<file path="src/rtl/pool_pkg.sv">
// Shared types and width helpers for the 2x2 stride-2 pooling stream.
package pool_pkg;

  typedef enum logic {
    POOL_AVG = 1'b0,
    POOL_MAX = 1'b1
  } pool_mode_e;

  localparam int DEF_DATA_WIDTH = 8;
  localparam int SUM2_W = DEF_DATA_WIDTH + 1;
  localparam int SUM4_W = DEF_DATA_WIDTH + 2;

  function automatic int sum2_w(input int data_width);
    return data_width + 1;
  endfunction

  function automatic int sum4_w(input int data_width);
    return data_width + 2;
  endfunction

endpackage

</file>
<file path="src/rtl/pool_line_buffer.sv">
// Half-row store of horizontal pair results (max or pair sum), one per output column.
module pool_line_buffer
  import pool_pkg::*;
#(
  parameter int DEPTH = 14,
  parameter int WIDTH = SUM2_W,
  parameter int AW    = (DEPTH > 1) ? $clog2(DEPTH) : 1
) (
  input  logic             clk,
  input  logic             we,
  input  logic [AW-1:0]    waddr,
  input  logic [WIDTH-1:0] wdata,
  input  logic [AW-1:0]    raddr,
  output logic [WIDTH-1:0] rdata
);

  logic [WIDTH-1:0] mem [DEPTH];

  always_ff @(posedge clk) begin
    if (we) mem[waddr] <= wdata;
  end

  assign rdata = mem[raddr];

endmodule

</file>
<file path="src/rtl/pooling_stream.sv">
// Streaming 2x2 stride-2 max/average pooling over raster-order pixels, one result register.
module pooling_stream
  import pool_pkg::*;
#(
  parameter int DATA_WIDTH = 8,
  parameter int IMG_WIDTH  = 28,
  parameter int IMG_HEIGHT = 28
) (
  input  logic                  clk,
  input  logic                  rst,
  input  logic                  mode,
  input  logic                  in_valid,
  output logic                  in_ready,
  input  logic [DATA_WIDTH-1:0] in_data,
  output logic                  out_valid,
  input  logic                  out_ready,
  output logic [DATA_WIDTH-1:0] out_data,
  output logic                  frame_done
);

  localparam int S2W = sum2_w(DATA_WIDTH);
  localparam int S4W = sum4_w(DATA_WIDTH);
  localparam int CW  = $clog2(IMG_WIDTH);
  localparam int RW  = $clog2(IMG_HEIGHT);
  localparam int LBD = IMG_WIDTH / 2;
  localparam int LAW = (LBD > 1) ? $clog2(LBD) : 1;

  function automatic logic [S2W-1:0] pair_combine(input pool_mode_e m,
                                                  input logic [DATA_WIDTH-1:0] a,
                                                  input logic [DATA_WIDTH-1:0] b);
    if (m == POOL_MAX) return (a > b) ? {1'b0, a} : {1'b0, b};
    return {1'b0, a} + {1'b0, b};
  endfunction

  // Average truncates toward zero: the two low bits of the four-pixel sum are dropped.
  function automatic logic [DATA_WIDTH-1:0] quad_combine(input pool_mode_e m,
                                                         input logic [S2W-1:0] p,
                                                         input logic [S2W-1:0] q);
    logic [S4W-1:0] s;
    if (m == POOL_MAX) return (p > q) ? p[DATA_WIDTH-1:0] : q[DATA_WIDTH-1:0];
    s = {1'b0, p} + {1'b0, q};
    return s[S4W-1:2];
  endfunction

  logic [CW-1:0]         col_p0;
  logic [RW-1:0]         row_p0;
  pool_mode_e            mode_p0;
  logic [DATA_WIDTH-1:0] pair_p0;
  logic [DATA_WIDTH-1:0] res_p1;
  logic                  vld_p1;
  logic                  fdone_p1;

  logic                  accept;
  logic                  col_last;
  logic                  row_last;
  logic                  first_px;
  logic                  lb_we;
  logic                  win_done;
  logic [LAW-1:0]        lb_addr;
  logic [S2W-1:0]        pair_res;
  logic [S2W-1:0]        lb_rdata;
  logic [DATA_WIDTH-1:0] win_res;

  assign in_ready = ~(vld_p1 & ~out_ready);
  assign accept   = in_valid & in_ready;
  assign col_last = (col_p0 == CW'(IMG_WIDTH - 1));
  assign row_last = (row_p0 == RW'(IMG_HEIGHT - 1));
  assign first_px = (col_p0 == '0) && (row_p0 == '0);
  assign lb_addr  = LAW'(col_p0 >> 1);
  assign pair_res = pair_combine(mode_p0, pair_p0, in_data);
  assign lb_we    = accept & ~row_p0[0] & col_p0[0];
  assign win_done = accept & row_p0[0] & col_p0[0];
  assign win_res  = quad_combine(mode_p0, pair_res, lb_rdata);

  pool_line_buffer #(
    .DEPTH (LBD),
    .WIDTH (S2W),
    .AW    (LAW)
  ) u_line_buffer (
    .clk   (clk),
    .we    (lb_we),
    .waddr (lb_addr),
    .wdata (pair_res),
    .raddr (lb_addr),
    .rdata (lb_rdata)
  );

  // Stage p0: position counters, frame mode and left pixel of the current pair
  always_ff @(posedge clk) begin
    if (accept && !col_p0[0]) pair_p0 <= in_data;
  end

  always_ff @(posedge clk) begin
    if (rst) begin
      col_p0   <= '0;
      row_p0   <= '0;
      mode_p0  <= POOL_MAX;
      vld_p1   <= 1'b0;
      res_p1   <= '0;
      fdone_p1 <= 1'b0;
    end else begin
      if (accept) begin
        if (first_px) mode_p0 <= pool_mode_e'(mode);
        if (col_last) begin
          col_p0 <= '0;
          row_p0 <= row_last ? '0 : row_p0 + 1'b1;
        end else begin
          col_p0 <= col_p0 + 1'b1;
        end
      end
      // Stage p1: result register; a completing window overwrites a draining result
      if (win_done) begin
        vld_p1 <= 1'b1;
        res_p1 <= win_res;
      end else if (out_ready) begin
        vld_p1 <= 1'b0;
      end
      fdone_p1 <= win_done & row_last & col_last;
    end
  end

  assign out_valid  = vld_p1;
  assign out_data   = res_p1;
  assign frame_done = fdone_p1;

endmodule
</file>
<file path="config.mk">
export PLATFORM = sky130hd
export DESIGN_NAME = pooling_stream
export DESIGN_NICKNAME = d
export VERILOG_FILES = /design/src/rtl/pool_pkg.sv /design/src/rtl/pool_line_buffer.sv /design/src/rtl/pooling_stream.sv
export SDC_FILE = /design/constraint.sdc
export NUM_CORES = 1
export LEC_CHECK = 0
export ABC_CLOCK_PERIOD_IN_PS = 9900
export BUFFER_PORTS_ARGS = -buffer_cell sky130_fd_sc_hd__buf_4
export CAP_MARGIN = 20
export CORE_UTILIZATION = 44
export CTS_CLUSTER_DIAMETER = 120
export DETAILED_ROUTE_END_ITERATION = 8
export GPL_TIMING_DRIVEN = 0
export PLACE_DENSITY = 0.66
export SYNTH_ARGS = -nofsm -noshare
export SYNTH_HDL_FRONTEND = slang
export SYNTH_HIERARCHICAL = 1
export SYNTH_SLANG_ARGS = --single-unit
export TNS_END_PERCENT = 30
</file>
<file path="constraint.sdc">
create_clock -name clk -period 9.9 [get_ports clk]
set_input_delay 0 -clock clk [delete_from_list [all_inputs] [get_ports clk]]
set_output_delay 0 -clock clk [all_outputs]
set_load 0.05 [all_outputs]
</file>
==> results of run 1 <==
-- cell type report --
cell class | instances | area, µm² | share of cell area, %
sequential | 155 | 4444 | 50.38
timing repair buffer | 45 | 362.8 | 4.113
buffer | 21 | 135.1 | 1.532
clock inverter | 12 | 90.09 | 1.021
multi-input combinational | 333 | 2957 | 33.52
inverter | 32 | 120.1 | 1.362
clock buffer | 20 | 436.7 | 4.950
tap | 220 | 275.3 | 3.121
-- cell usage in the layout, fill, tap and decap left out, drive strengths merged, types with 7 or more instances in the layout --
| cell | instances |
|---|---|
| a311oi | 7 |
| nor2 | 40 |
| mux4 | 27 |
| o22ai | 11 |
| inv | 36 |
| dfxtp | 21 |
| nand2 | 13 |
| edfxtp | 134 |
| nand2b | 10 |
| mux2 | 11 |
| ha | 38 |
| nor3 | 17 |
| nand3 | 10 |
| o21ai | 17 |
| clkbuf | 30 |
| a21oi | 30 |
| buf | 45 |
| mux2i | 16 |
| dlygate4sd3 | 11 |
-- worst max path at each step --
stage,from,to,slack [ns],depth (start not counted)
3_5_place_dp,pair_p0[5]$_DFFE_PP_,out_data[6]$_SDFFE_PP0P_,4.82,16
6_report,pair_p0[5]$_DFFE_PP_,out_data[6]$_SDFFE_PP0P_,4.76,16
4_1_cts,pair_p0[5]$_DFFE_PP_,out_data[6]$_SDFFE_PP0P_,4.76,16
2_1_floorplan,pair_p0[1]$_DFFE_PP_,out_data[6]$_SDFFE_PP0P_,5.50,15
5_1_grt,pair_p0[5]$_DFFE_PP_,out_data[6]$_SDFFE_PP0P_,4.47,15
3_3_place_gp,pair_p0[5]$_DFFE_PP_,out_data[6]$_SDFFE_PP0P_,4.19,15
-- per-layer routing --
metal | up-vias | GRT usage, %
li1 | 2253 | -
met3 | 19 | 4.308
met2 | 133 | 31.26
met5 | - | 0
met4 | 0 | 7.008
met1 | 2315 | 26.03
-- kinds of logic (layout without fill, tap and decap cells) --
group	after synthesis	count (layout)
buffers and inverters	53	130
AND/OR/NAND/NOR	130	130
flip-flops	155	155
adder cells (fa/ha/maj)	39	39
XOR/XNOR	11	11
AO/OA/AOI/OAI	99	99
multiplexers	54	54
-- flip-flops by register name (all words and copies together), names as in the netlist --
register           flops
col_p0                 5
frame_done             1
mode_p0                1
out_data               8
out_valid              1
pair_p0                8
row_p0                 5
u_line_buffer/mem    126
-- through the flow --
step	utilization [%]	area [µm²]
6_report	52.63	8821
5_1_grt	52.63	8821
4_1_cts	52.63	8821
3_5_place_dp	48.83	8184
3_3_place_gp	48.32	8099
2_1_floorplan	-	7651
-- critical path, delay by kind of cell (launching register included) --
family                   cells  cell delay, ns
AO/OA/AOI/OAI                7            2.11
adder cells (fa/ha/maj)      2            0.75
buffers and inverters        2            0.44
flip-flops                   1            0.41
multiplexers                 1            0.38
AND/OR/NAND/NOR              4            0.90
-- Yosys cell counts, types with 5 or more instances --
master	n
sky130_fd_sc_hd__ha_1	38
sky130_fd_sc_hd__inv_1	32
sky130_fd_sc_hd__mux2_2	11
sky130_fd_sc_hd__o21ai_1	6
sky130_fd_sc_hd__o21ai_0	11
sky130_fd_sc_hd__mux4_1	27
sky130_fd_sc_hd__mux2i_1	16
sky130_fd_sc_hd__a311oi_1	6
sky130_fd_sc_hd__nor2b_1	6
sky130_fd_sc_hd__xor2_1	5
sky130_fd_sc_hd__nor2_1	40
sky130_fd_sc_hd__nor3_1	16
sky130_fd_sc_hd__and3_1	6
sky130_fd_sc_hd__a21oi_1	26
sky130_fd_sc_hd__nand3_1	10
sky130_fd_sc_hd__xnor2_1	6
sky130_fd_sc_hd__o21bai_1	6
sky130_fd_sc_hd__edfxtp_1	134
sky130_fd_sc_hd__nand2b_1	10
sky130_fd_sc_hd__clkbuf_1	8
sky130_fd_sc_hd__dfxtp_1	21
sky130_fd_sc_hd__nand2_1	13
sky130_fd_sc_hd__buf_6	5
sky130_fd_sc_hd__buf_2	6
sky130_fd_sc_hd__o22ai_1	11
-- power by group through the flow --
stage	Clock, mW	Sequential [mW]	Combinational [mW]
3_3_place_gp	0	0.755	0.206
3_5_place_dp	0	0.753	0.223
5_1_grt	0.612	0.740	0.252
4_1_cts	0.589	0.739	0.228
6_report	0.578	0.740	0.229
2_1_floorplan	0	0.753	0.151
==> summary.txt, run 1 <==
Placement
  • IO Port Bufs: 23
  • Post-detailed-placement half-perimeter wirelength: 11630 µm
  • Final estimated routing congestion in global placement: 0.8319
  • Total instance count after detailed placement: 795
  • Post-Place Worst Slack: 4.817 ns

Finish
  • Number of nets in the layout: 657
  • Final std cells w/o fill: 838
  • Ant. Diodes: 0
  • Share of cells above drive strength 1: 16.50%
  • FILL cells: 1391
  • Area growth syn-to-layout: 15.29%

Die
  • Overall die width: 133.9 µm
  • Starting utilization of the core area: 45.65%
  • Boundary pin count: 24
  • Standard cell core area: 0.01676 mm²
  • Total Die Area: 0.01792 mm²
  • Die height: 133.9 µm
  • Cell row count: 47

Synth
  • Total of flip-flops plus latches after synthesis: 155
  • Syn Inst Count: 541
  • Combinational family with the most area after synthesis: multiplexers
  • Nets in the synthesized netlist: 593
  • Post-synthesis sequential area ratio: 58.09%
  • Average cell area after synthesis: 14.14 µm²
  • Post-synth top flop: sky130_fd_sc_hd__edfxtp_1
  • Number of distinct standard cells referenced by the synthesized netlist: 63
  • Fraction of the mapped netlist area in compound gates: 8.831%
  • Post-synthesis cell area: 0.007651 mm²
  • Adder-Cell Fraction of Synth Area: 6.476%
  • Top cells by area in the synthesized netlist: sky130_fd_sc_hd__edfxtp_1, sky130_fd_sc_hd__mux4_1, sky130_fd_sc_hd__ha_1
  • Async SR Flop Fraction: 0%
  • Mux cell area share after synthesis: 12.98%
  • Number of warning messages in the yosys log: 6
  • Share of the synthesized area in the top cell type: 52.59%
  • Simple-gate share of the synthesized area: 9.027%
  • XOR/XNOR share of the synthesized area: 1.259%
  • Number of synthesized flops with an enable pin: 134
  • Synth area leader: sky130_fd_sc_hd__edfxtp_1

Clock tree
  • Htree depth: 4
  • Clock buffers created by TritonCTS: 17
  • Clock latency on the worst-skew pair: 0.42 ns
  • Resized cells post-CTS: 0
  • Clock-pin slew reported for the worst setup and hold paths after clock tree synthesis: 0.06 ns
  • Cts hold-fix bufs: 11
  • Max Root-Sink Buffers: 2
  • Cell at the root of the clock tree: sky130_fd_sc_hd__clkbuf_16
  • Post-CTS setup-driven buffer insertion count: 0
  • CTS tree: built
  • Num Clock Sinks: 155

Drt
  • Number of iterations in the first detailed-routing pass: 5
  • Routed len/inst: 19.41 µm
  • Antenna Nets Post-Route: 0
  • Met2 wire length: 7748 µm
  • DR DRC count: 0
  • Metal1 wirelength: 7404 µm
  • Highest metal layer with signal wires: met4
  • Via count: 4720
  • DRC marker count from the first detailed-route iteration: 322
  • Vias per Instance: 5.632
  • Post-Route WL: 16270 µm
  • Met3 routed WL: 826 µm

STA
  • Setup repair after global routing missed its margin: no
  • Post-layout min period: 5.139 ns
  • Final total negative setup slack: 0 ns
  • Measured slew at the worst slew-check pin: 0.9720 ns
  • Final WS setup: 4.761 ns
  • Final hold violation count: 0
  • Number of setup violations in the final report: 0
  • Fin. max-slew vios: 0
  • Layout Skew: 0.01024 ns
  • Final Cycle Share: 51.91%
  • Slew Limit Headroom: 35.20%
  • Top achievable clock speed: 0.1946 GHz
  • Fin Hold WS: 0.05132 ns

Pwr
  • Static leakage: 3.192 nW
  • Power per cell area: 175.3 mW/mm²
  • Internal Pwr Total: 1.147 mW
  • Final Power: 1.547 mW
  • Power dissipated by switching net loads: 0.3991 mW
  • Logic gate share of total power: 14.8%
  • Switching power as a share of total power: 25.80%
  • Worst voltage drop across the vdd grid: 0.1264 mV
  • Sequential cell fraction of total power: 47.8%
  • Clock group share of total power: 37.4%

Flow run
  • Max capacitance violation total: 0

Hold path
  • Hold-critical path endpoint: col_p0[1]$_SDFFE_PP0P_
  • Cell count of the worst hold path: 4
  • Class of the most critical hold timing path: in -> reg
  • Startpoint of the most critical hold path: in_valid

Critical path
  • Worst reg2reg startpoint: pair_p0[5]$_DFFE_PP_
  • Req. time, crit path: 10.17 ns
  • CP max-delay cell: sky130_fd_sc_hd__a2111oi_0
  • Critical path launch point type: flip-flop
  • Worst flop-to-flop path endpoint: out_data[6]$_SDFFE_PP0P_
  • Delay of the slowest critical-path stage: 0.55 ns
  • Setup slack of the worst register-to-register path: 4.76 ns
  • Critical path data arrival time: 5.41 ns
  • FF-to-FF path depth: 16
  • Cell breakdown of the critical path: ha_1, a211oi_2, nor2_1, or4_4, buf_6, and3_1, o21ai_0, o21ai_1, buf_4, ha_1, nor2_1, a2111o_1, a31oi_2, mux2_2, a2111oi_0, a311oi_1
  • Critical path class: reg -> reg
  • Critical Path Sink Type: flip-flop
  • Max Fanout on Critical Path: 10

Outcome
  • Run status: finished clean

Global route
  • Global-route usage over all layers: 19.48%
  • Number of global-route vias before repair: 4717
  • Wire length of the first global-routing pass: 25850 µm
  • Maximum number of pins on one net before global-route repair: 17
  • Initial antenna violation count: 0
  • Congestion Overflow GR: 0
Power figures use the tool's default switching activity.
==> run 2: changes to the inputs <==
--- a/config.mk
+++ b/config.mk
@@ -5,7 +5,7 @@
 export SDC_FILE = /design/constraint.sdc
 export NUM_CORES = 1
 export LEC_CHECK = 0
-export ABC_CLOCK_PERIOD_IN_PS = 9900
+export ABC_CLOCK_PERIOD_IN_PS = 5300
 export BUFFER_PORTS_ARGS = -buffer_cell sky130_fd_sc_hd__buf_4
 export CAP_MARGIN = 20
 export CORE_UTILIZATION = 44
==> constraint.sdc (replaced) <==
create_clock -name clk -period 5.3 [get_ports clk]
set_input_delay 0 -clock clk [delete_from_list [all_inputs] [get_ports clk]]
set_output_delay 0 -clock clk [all_outputs]
set_load 0.05 [all_outputs]
==> run 2 against run 1 <==
Clock power is 87% higher. Combinational power is 87% higher. Power is 87% higher. Sequential cell count stayed put. Cell count stayed put. Non-clock buffer count stayed put. Routed wire length hardly changed. Design area hardly changed. Count of clock-buffer cells in the layout stayed put. Critical path type unchanged. Critical endpoint unchanged. Largest power group unchanged.
==> summary.txt, run 2 (synthesis results as in run 1) <==
Outcome
  • Run status: finished clean

Drt
  • Routed len/inst: 19.40 µm (about the same)
  • Number of iterations in the first detailed-routing pass: 5 (unchanged)
  • DR DRC count: 0 (unchanged)
  • Post-Route WL: 16260 µm (about the same)
  • Antenna Nets Post-Route: 0 (unchanged)
  • Vias per Instance: 5.648 (+0.28%)
  • Via count: 4733 (+0.28%)
  • DRC marker count from the first detailed-route iteration: 314 (-2.5%)

Finish
  • Max FFs per register: 126 (unchanged)
  • Commonest cells after routing, fill and taps aside: sky130_fd_sc_hd__edfxtp_1, sky130_fd_sc_hd__nor2_1, sky130_fd_sc_hd__ha_1
  • Number of nets in the layout: 657 (unchanged)
  • Area growth syn-to-layout: 15.39% (about the same)
  • Fraction of the core area covered by cells at the end of the flow: 52.68% (about the same)
  • Register with the highest flop count: u_line_buffer/mem
  • Ant. Diodes: 0 (unchanged)
  • Leading cell type in the layout, fill and taps excluded: sky130_fd_sc_hd__edfxtp_1
  • Final std cells w/o fill: 838 (unchanged)
  • Share of cells above drive strength 1: 16.67% (+0.16 points)

Die
  • Boundary pin count: 24 (unchanged)
  • Standard cell core area: 0.01676 mm² (unchanged)
  • Total Die Area: 0.01792 mm² (unchanged)
  • Cell row count: 47 (unchanged)
  • Starting utilization of the core area: 45.65% (unchanged)
  • Overall die width: 133.9 µm (unchanged)
  • Die height: 133.9 µm (unchanged)

Hold path
  • Class of the most critical hold timing path: in -> reg

Pwr
  • Worst voltage drop across the vdd grid: 0.2356 mV (+86%)
  • Static leakage: 3.192 nW (about the same)
  • Power per cell area: 327.2 mW/mm² (+87%)

Global route
  • Wire length of the first global-routing pass: 25850 µm (unchanged)
  • Congestion Overflow GR: 0 (unchanged)
  • Initial antenna violation count: 0 (unchanged)
  • Global-route usage over all layers: 19.48% (unchanged)
  • Number of global-route vias before repair: 4717 (unchanged)
  • Maximum number of pins on one net before global-route repair: 17 (unchanged)

Clock tree
  • Clock-pin slew reported for the worst setup and hold paths after clock tree synthesis: 0.06 ns (about the same)
  • Cell at the root of the clock tree: sky130_fd_sc_hd__clkbuf_16
  • Clock latency on the worst-skew pair: 0.42 ns (about the same)
  • Post-CTS setup-driven buffer insertion count: 0 (unchanged)
  • Max Root-Sink Buffers: 2 (unchanged)
  • Htree depth: 4 (unchanged)
  • Clock buffers created by TritonCTS: 17 (unchanged)
  • CTS tree: built
  • Num Clock Sinks: 155 (unchanged)

STA
  • Final Cycle Share: 94.54% (+43 points)
  • Layout Skew: 0.01044 ns (+0.0001962 ns)
  • Final hold violation count: 0 (unchanged)
  • Post-layout min period: 5.011 ns (-0.1284 ns)
  • Slew Limit Headroom: 35.35% (+0.15 points)
  • Number of setup violations in the final report: 0 (unchanged)
  • Fin. max-slew vios: 0 (unchanged)
  • Setup repair after global routing missed its margin: no
  • Final total negative setup slack: 0 ns (unchanged)
  • Top achievable clock speed: 0.1996 GHz (+2.6%)
  • Measured slew at the worst slew-check pin: 0.9697 ns (-0.002289 ns)

Critical path
  • Capturing instance or port of the critical path: out_data[6]$_SDFFE_PP0P_
  • Critical path class: reg -> reg
  • FF-to-FF path depth: 16 (unchanged)
  • Startpoint of the most critical setup path: pair_p0[5]$_DFFE_PP_
  • Req. time, crit path: 5.57 ns (-4.60 ns)
  • Critical path data arrival time: 5.28 ns (-0.13 ns)
  • Setup slack of the worst register-to-register path: 0.29 ns (-4.47 ns)
  • Worst flop-to-flop path endpoint: out_data[6]$_SDFFE_PP0P_
  • Max Fanout on Critical Path: 10 (unchanged)
  • Worst reg2reg startpoint: pair_p0[5]$_DFFE_PP_
  • Critical Path Sink Type: flip-flop
  • Critical path launch point type: flip-flop

Flow run
  • Max capacitance violation total: 0 (unchanged)

Placement
  • Total instance count after detailed placement: 795 (unchanged)
  • Post-detailed-placement half-perimeter wirelength: 11630 µm (unchanged)
  • Final estimated routing congestion in global placement: 0.8319 (unchanged)
  • IO Port Bufs: 23 (unchanged)
-- run 2: layout make-up --
cell class	instances	area, µm²
well taps	220	275.3
fillers	1392	7931
repair buffers	45	362.8
plain buffers	21	135.1
clock buffers	20	436.7
multi-input cells	333	2964
clock inverters	12	90.09
inverters	32	120.1
flip-flops and latches	155	4444
-- run 2: how the worst min path moves through the flow --
stage / endpoint / from / depth (start not counted) / slack [ns]
final: col_p0[1]$_SDFFE_PP0P_ / in_valid / 4 / 0.06
after global routing: col_p0[1]$_SDFFE_PP0P_ / in_valid / 4 / 0.07
after CTS: col_p0[1]$_SDFFE_PP0P_ / in_valid / 4 / 0.04
after detailed placement: pair_p0[6]$_DFFE_PP_ / in_data[6] / 1 / 0.20
after global placement: pair_p0[1]$_DFFE_PP_ / in_data[1] / 1 / 0.20
after floorplan: pair_p0[0]$_DFFE_PP_ / in_data[0] / 0 / 0.1
-- run 2: per-stage QoR --
| stage | area (µm²) | total power, mW | setup slack, ns | hold WS, ns |
|---|---|---|---|---|
| after floorplan | 7651 | 1.689 | 0.8968 | 0.09887 |
| after global placement | 8099 | 1.796 | -0.4144 | 0.1998 |
| after detailed placement | 8184 | 1.824 | 0.2169 | 0.2027 |
| after CTS | 8821 | 2.906 | 0.1630 | 0.04187 |
| after global routing | 8828 | 2.998 | 0.02515 | 0.06759 |
| final | 8828 | 2.889 | 0.2892 | 0.05780 |
-- run 2: timing repair --
| action | CTS | global route |
|---|---|---|
| resized for setup | 0 | 2 |
| endpoints found under the setup margin | 0 | 1 |
| hold buffers | 11 | 0 |
| endpoints found under the hold margin | 12 | 0 |
-- run 2: power breakdown --
part           switching [mW]  total, mW  internal [mW]
sequential            0.00748       1.38           1.37
combinational           0.262      0.429          0.167
clock                   0.475       1.08          0.603
-- run 2: per-layer routing --
layer | GRT usage, % | wire length, µm | up-vias
li1 | - | - | 2252
met1 | 26.03 | 7320 | 2310
met2 | 31.26 | 7735 | 148
met3 | 4.308 | 885 | 23
met4 | 7.008 | 320 | 0
met5 | 0 | 0 | -
-- run 2: worst max-delay path: stages (launching register included) --
cell,delay [ns]
sky130_fd_sc_hd__edfxtp_1,0.41
sky130_fd_sc_hd__ha_1,0.35
sky130_fd_sc_hd__a211oi_2,0.24
sky130_fd_sc_hd__nor2_1,0.10
sky130_fd_sc_hd__or4_4,0.52
sky130_fd_sc_hd__buf_6,0.16
sky130_fd_sc_hd__and3_1,0.18
sky130_fd_sc_hd__o21ai_0,0.16
sky130_fd_sc_hd__o21ai_1,0.27
sky130_fd_sc_hd__buf_4,0.29
sky130_fd_sc_hd__ha_1,0.39
sky130_fd_sc_hd__nor2_1,0.09
sky130_fd_sc_hd__a2111o_1,0.42
sky130_fd_sc_hd__a31oi_2,0.28
sky130_fd_sc_hd__mux2_2,0.38
sky130_fd_sc_hd__a2111oi_1,0.45
sky130_fd_sc_hd__a311oi_1,0.18
==> run 3: changes to the inputs <==
--- a/config.mk
+++ b/config.mk
@@ -12,6 +12,7 @@
 export CTS_CLUSTER_DIAMETER = 120
 export DETAILED_ROUTE_END_ITERATION = 8
 export GPL_TIMING_DRIVEN = 0
+export MAX_ROUTING_LAYER = met4
 export PLACE_DENSITY = 0.66
 export SYNTH_ARGS = -nofsm -noshare
 export SYNTH_HDL_FRONTEND = slang
==> run 3 against run 2 <==
Cell count unchanged. Combinational power about the same. Die area stayed put. Sequential cell count did not move. Register-to-register slack lost 0.07 ns. Sequential share of layout area is 0.42 points lower.
==> summary.txt, run 3 (synthesis results as in run 1) <==
Drt
  • Routed len/inst: 19.53 µm (+0.66%)
  • DR DRC count: 0 (unchanged)
  • Antenna Nets Post-Route: 0 (unchanged)
  • Number of iterations in the first detailed-routing pass: 7 (+2)
  • DRC marker count from the first detailed-route iteration: 414 (+32%)
  • Post-Route WL: 16370 µm (+0.66%)
  • Via count: 4769 (+0.76%)
  • Vias per Instance: 5.691 (+0.76%)

Critical path
  • Req. time, crit path: 5.58 ns (about the same)
  • Max Fanout on Critical Path: 10 (unchanged)
  • Critical path data arrival time: 5.36 ns (+0.08 ns)
  • Critical Path Sink Type: flip-flop
  • Setup slack of the worst register-to-register path: 0.22 ns (-0.07 ns)
  • Worst flop-to-flop path endpoint: out_data[6]$_SDFFE_PP0P_
  • Worst reg2reg startpoint: pair_p0[5]$_DFFE_PP_
  • FF-to-FF path depth: 16 (unchanged)
  • Critical path class: reg -> reg
  • Critical path launch point type: flip-flop

Die
  • Overall die width: 133.9 µm (unchanged)
  • Boundary pin count: 24 (unchanged)
  • Total Die Area: 0.01792 mm² (unchanged)
  • Starting utilization of the core area: 45.65% (unchanged)
  • Die height: 133.9 µm (unchanged)
  • Standard cell core area: 0.01676 mm² (unchanged)
  • Cell row count: 47 (unchanged)

Clock tree
  • Clock-pin slew reported for the worst setup and hold paths after clock tree synthesis: 0.06 ns (about the same)
  • Post-CTS setup-driven buffer insertion count: 0 (unchanged)
  • Htree depth: 4 (unchanged)
  • Cell at the root of the clock tree: sky130_fd_sc_hd__clkbuf_16
  • Clock latency on the worst-skew pair: 0.42 ns (about the same)
  • CTS tree: built
  • Clock buffers created by TritonCTS: 17 (unchanged)
  • Max Root-Sink Buffers: 2 (unchanged)
  • Num Clock Sinks: 155 (unchanged)

Outcome
  • Run status: finished clean

Global route
  • Number of global-route vias before repair: 4716 (-0.021%)
  • Global-route usage over all layers: 20.05% (+0.58 points)
  • Wire length of the first global-routing pass: 25770 µm (-0.29%)
  • Maximum number of pins on one net before global-route repair: 17 (unchanged)
  • Initial antenna violation count: 0 (unchanged)
  • Congestion Overflow GR: 0 (unchanged)

Finish
  • Area growth syn-to-layout: 16.35%
  • Ant. Diodes: 0 (unchanged)
  • Max FFs per register: 126 (unchanged)
  • Share of cells above drive strength 1: 16.99% (+0.32 points)
  • FILL cells: 1371 (-1.5%)
  • Leading cell type in the layout, fill and taps excluded: sky130_fd_sc_hd__edfxtp_1
  • Commonest cells after routing, fill and taps aside: sky130_fd_sc_hd__edfxtp_1, sky130_fd_sc_hd__nor2_1, sky130_fd_sc_hd__ha_1
  • Final std cells w/o fill: 838 (unchanged)
  • Register with the highest flop count: u_line_buffer/mem
  • Number of nets in the layout: 657 (unchanged)

STA
  • Slew Limit Headroom: 37.56% (+2.2 points)
  • Fin. max-slew vios: 0 (unchanged)
  • Post-layout min period: 5.078 ns (+0.06764 ns)
  • Setup repair after global routing missed its margin: no
  • Layout Skew: 0.006259 ns (-0.004176 ns)
  • Top achievable clock speed: 0.1969 GHz (-1.3%)
  • Measured slew at the worst slew-check pin: 0.9295 ns (-0.04024 ns)
  • Final hold violation count: 0 (unchanged)
  • Final Cycle Share: 95.82% (+1.3 points)
  • Final total negative setup slack: 0 ns (unchanged)
  • Number of setup violations in the final report: 0 (unchanged)

Hold path
  • Class of the most critical hold timing path: in -> reg
  • Startpoint of the most critical hold path: in_valid
  • Cell count of the worst hold path: 4 (unchanged)
  • Hold-critical path endpoint: col_p0[1]$_SDFFE_PP0P_

Placement
  • IO Port Bufs: 23 (unchanged)
  • Total instance count after detailed placement: 795 (unchanged)
  • Final estimated routing congestion in global placement: 0.9181 (+10%)
  • Post-detailed-placement half-perimeter wirelength: 11710 µm (+0.65%)

Flow run
  • Max capacitance violation total: 0 (unchanged)

Pwr
  • Power per cell area: 340.6 mW/mm² (+4.1%)
  • Static leakage: 3.218 nW (+0.81%)
  • Worst voltage drop across the vdd grid: 0.2271 mV (-3.6%)
  • Final Power: 3.032 mW (+4.9%)
## run 3: cell count changes in the layout (fill, tap and decap cells not counted)
cell,before,now
sky130_fd_sc_hd__buf_6,5,6
sky130_fd_sc_hd__bufinv_16,0,3
sky130_fd_sc_hd__clkinvlp_4,3,5
sky130_fd_sc_hd__buf_4,33,32
sky130_fd_sc_hd__inv_8,2,0
sky130_fd_sc_hd__inv_6,2,3
sky130_fd_sc_hd__clkinv_2,3,2
sky130_fd_sc_hd__clkinv_4,1,0
sky130_fd_sc_hd__clkbuf_1,11,9
## run 3: worst max-delay path: stages (launching register included)
cell,delay [ns]
sky130_fd_sc_hd__edfxtp_1,0.42
sky130_fd_sc_hd__ha_1,0.35
sky130_fd_sc_hd__a211oi_2,0.27
sky130_fd_sc_hd__nor2_1,0.10
sky130_fd_sc_hd__or4_4,0.52
sky130_fd_sc_hd__buf_6,0.16
sky130_fd_sc_hd__and3_1,0.18
sky130_fd_sc_hd__o21ai_0,0.20
sky130_fd_sc_hd__o21ai_1,0.29
sky130_fd_sc_hd__buf_6,0.25
sky130_fd_sc_hd__ha_1,0.40
sky130_fd_sc_hd__nor2_1,0.11
sky130_fd_sc_hd__a2111o_1,0.42
sky130_fd_sc_hd__a31oi_2,0.27
sky130_fd_sc_hd__mux2_2,0.38
sky130_fd_sc_hd__a2111oi_1,0.43
sky130_fd_sc_hd__a311oi_1,0.17
## run 3: power by group
group	switching, mW	internal [mW]
Sequential	0.00804	1.37
Clock	0.478	0.740
Combinational	0.264	0.169
## run 3: layout make-up
| class | instances | area [µm²] | area share (%) |
|---|---|---|---|
| Sequential cell | 155 | 4444 | 49.92 |
| Buffer | 21 | 135.1 | 1.518 |
| Clock buffer | 18 | 429.2 | 4.821 |
| Clock inverter | 14 | 167.7 | 1.883 |
| Multi-Input combinational cell | 333 | 2964 | 33.30 |
| Tap cell | 220 | 275.3 | 3.092 |
| Timing Repair Buffer | 45 | 366.6 | 4.118 |
| Inverter | 32 | 120.1 | 1.349 |
## run 3: worst max-delay path by stage
| stage | start | end | slack (ns) |
|---|---|---|---|
| after detailed placement | pair_p0[5]$_DFFE_PP_ | out_data[6]$_SDFFE_PP0P_ | 0.14 |
| final | pair_p0[5]$_DFFE_PP_ | out_data[6]$_SDFFE_PP0P_ | 0.22 |
| after global placement | pair_p0[5]$_DFFE_PP_ | out_data[6]$_SDFFE_PP0P_ | -0.48 |
| after floorplan | pair_p0[1]$_DFFE_PP_ | out_data[6]$_SDFFE_PP0P_ | 0.90 |
| after CTS | pair_p0[5]$_DFFE_PP_ | out_data[6]$_SDFFE_PP0P_ | 0.10 |
| after global routing | pair_p0[5]$_DFFE_PP_ | out_data[6]$_SDFFE_PP0P_ | 0.03 |
## run 3: what timing repair did
item / CTS / global route
resized for setup: 0 / 2
endpoints found under the setup margin: 0 / 1
hold endpoints to repair: 12 / 0
hold buffers: 11 / 0
## run 3: routing by layer
metal	global-route usage [%]	wire length, µm
met5	-	0
met4	8.081	344
met3	3.741	698
met2	30.94	7817
met1	26.17	7505
## run 3: per-stage QoR
step | util, % | cell area (µm²) | hold slack [ns] | worst slack [ns]
after floorplan | - | 7651 | 0.09887 | 0.8968
after global placement | 48.32 | 8099 | 0.2003 | -0.4815
after detailed placement | 48.85 | 8188 | 0.2052 | 0.1404
after CTS | 53.07 | 8895 | 0.04090 | 0.1049
after global routing | 53.12 | 8902 | 0.09675 | 0.02619
final | 53.12 | 8902 | 0.06266 | 0.2216
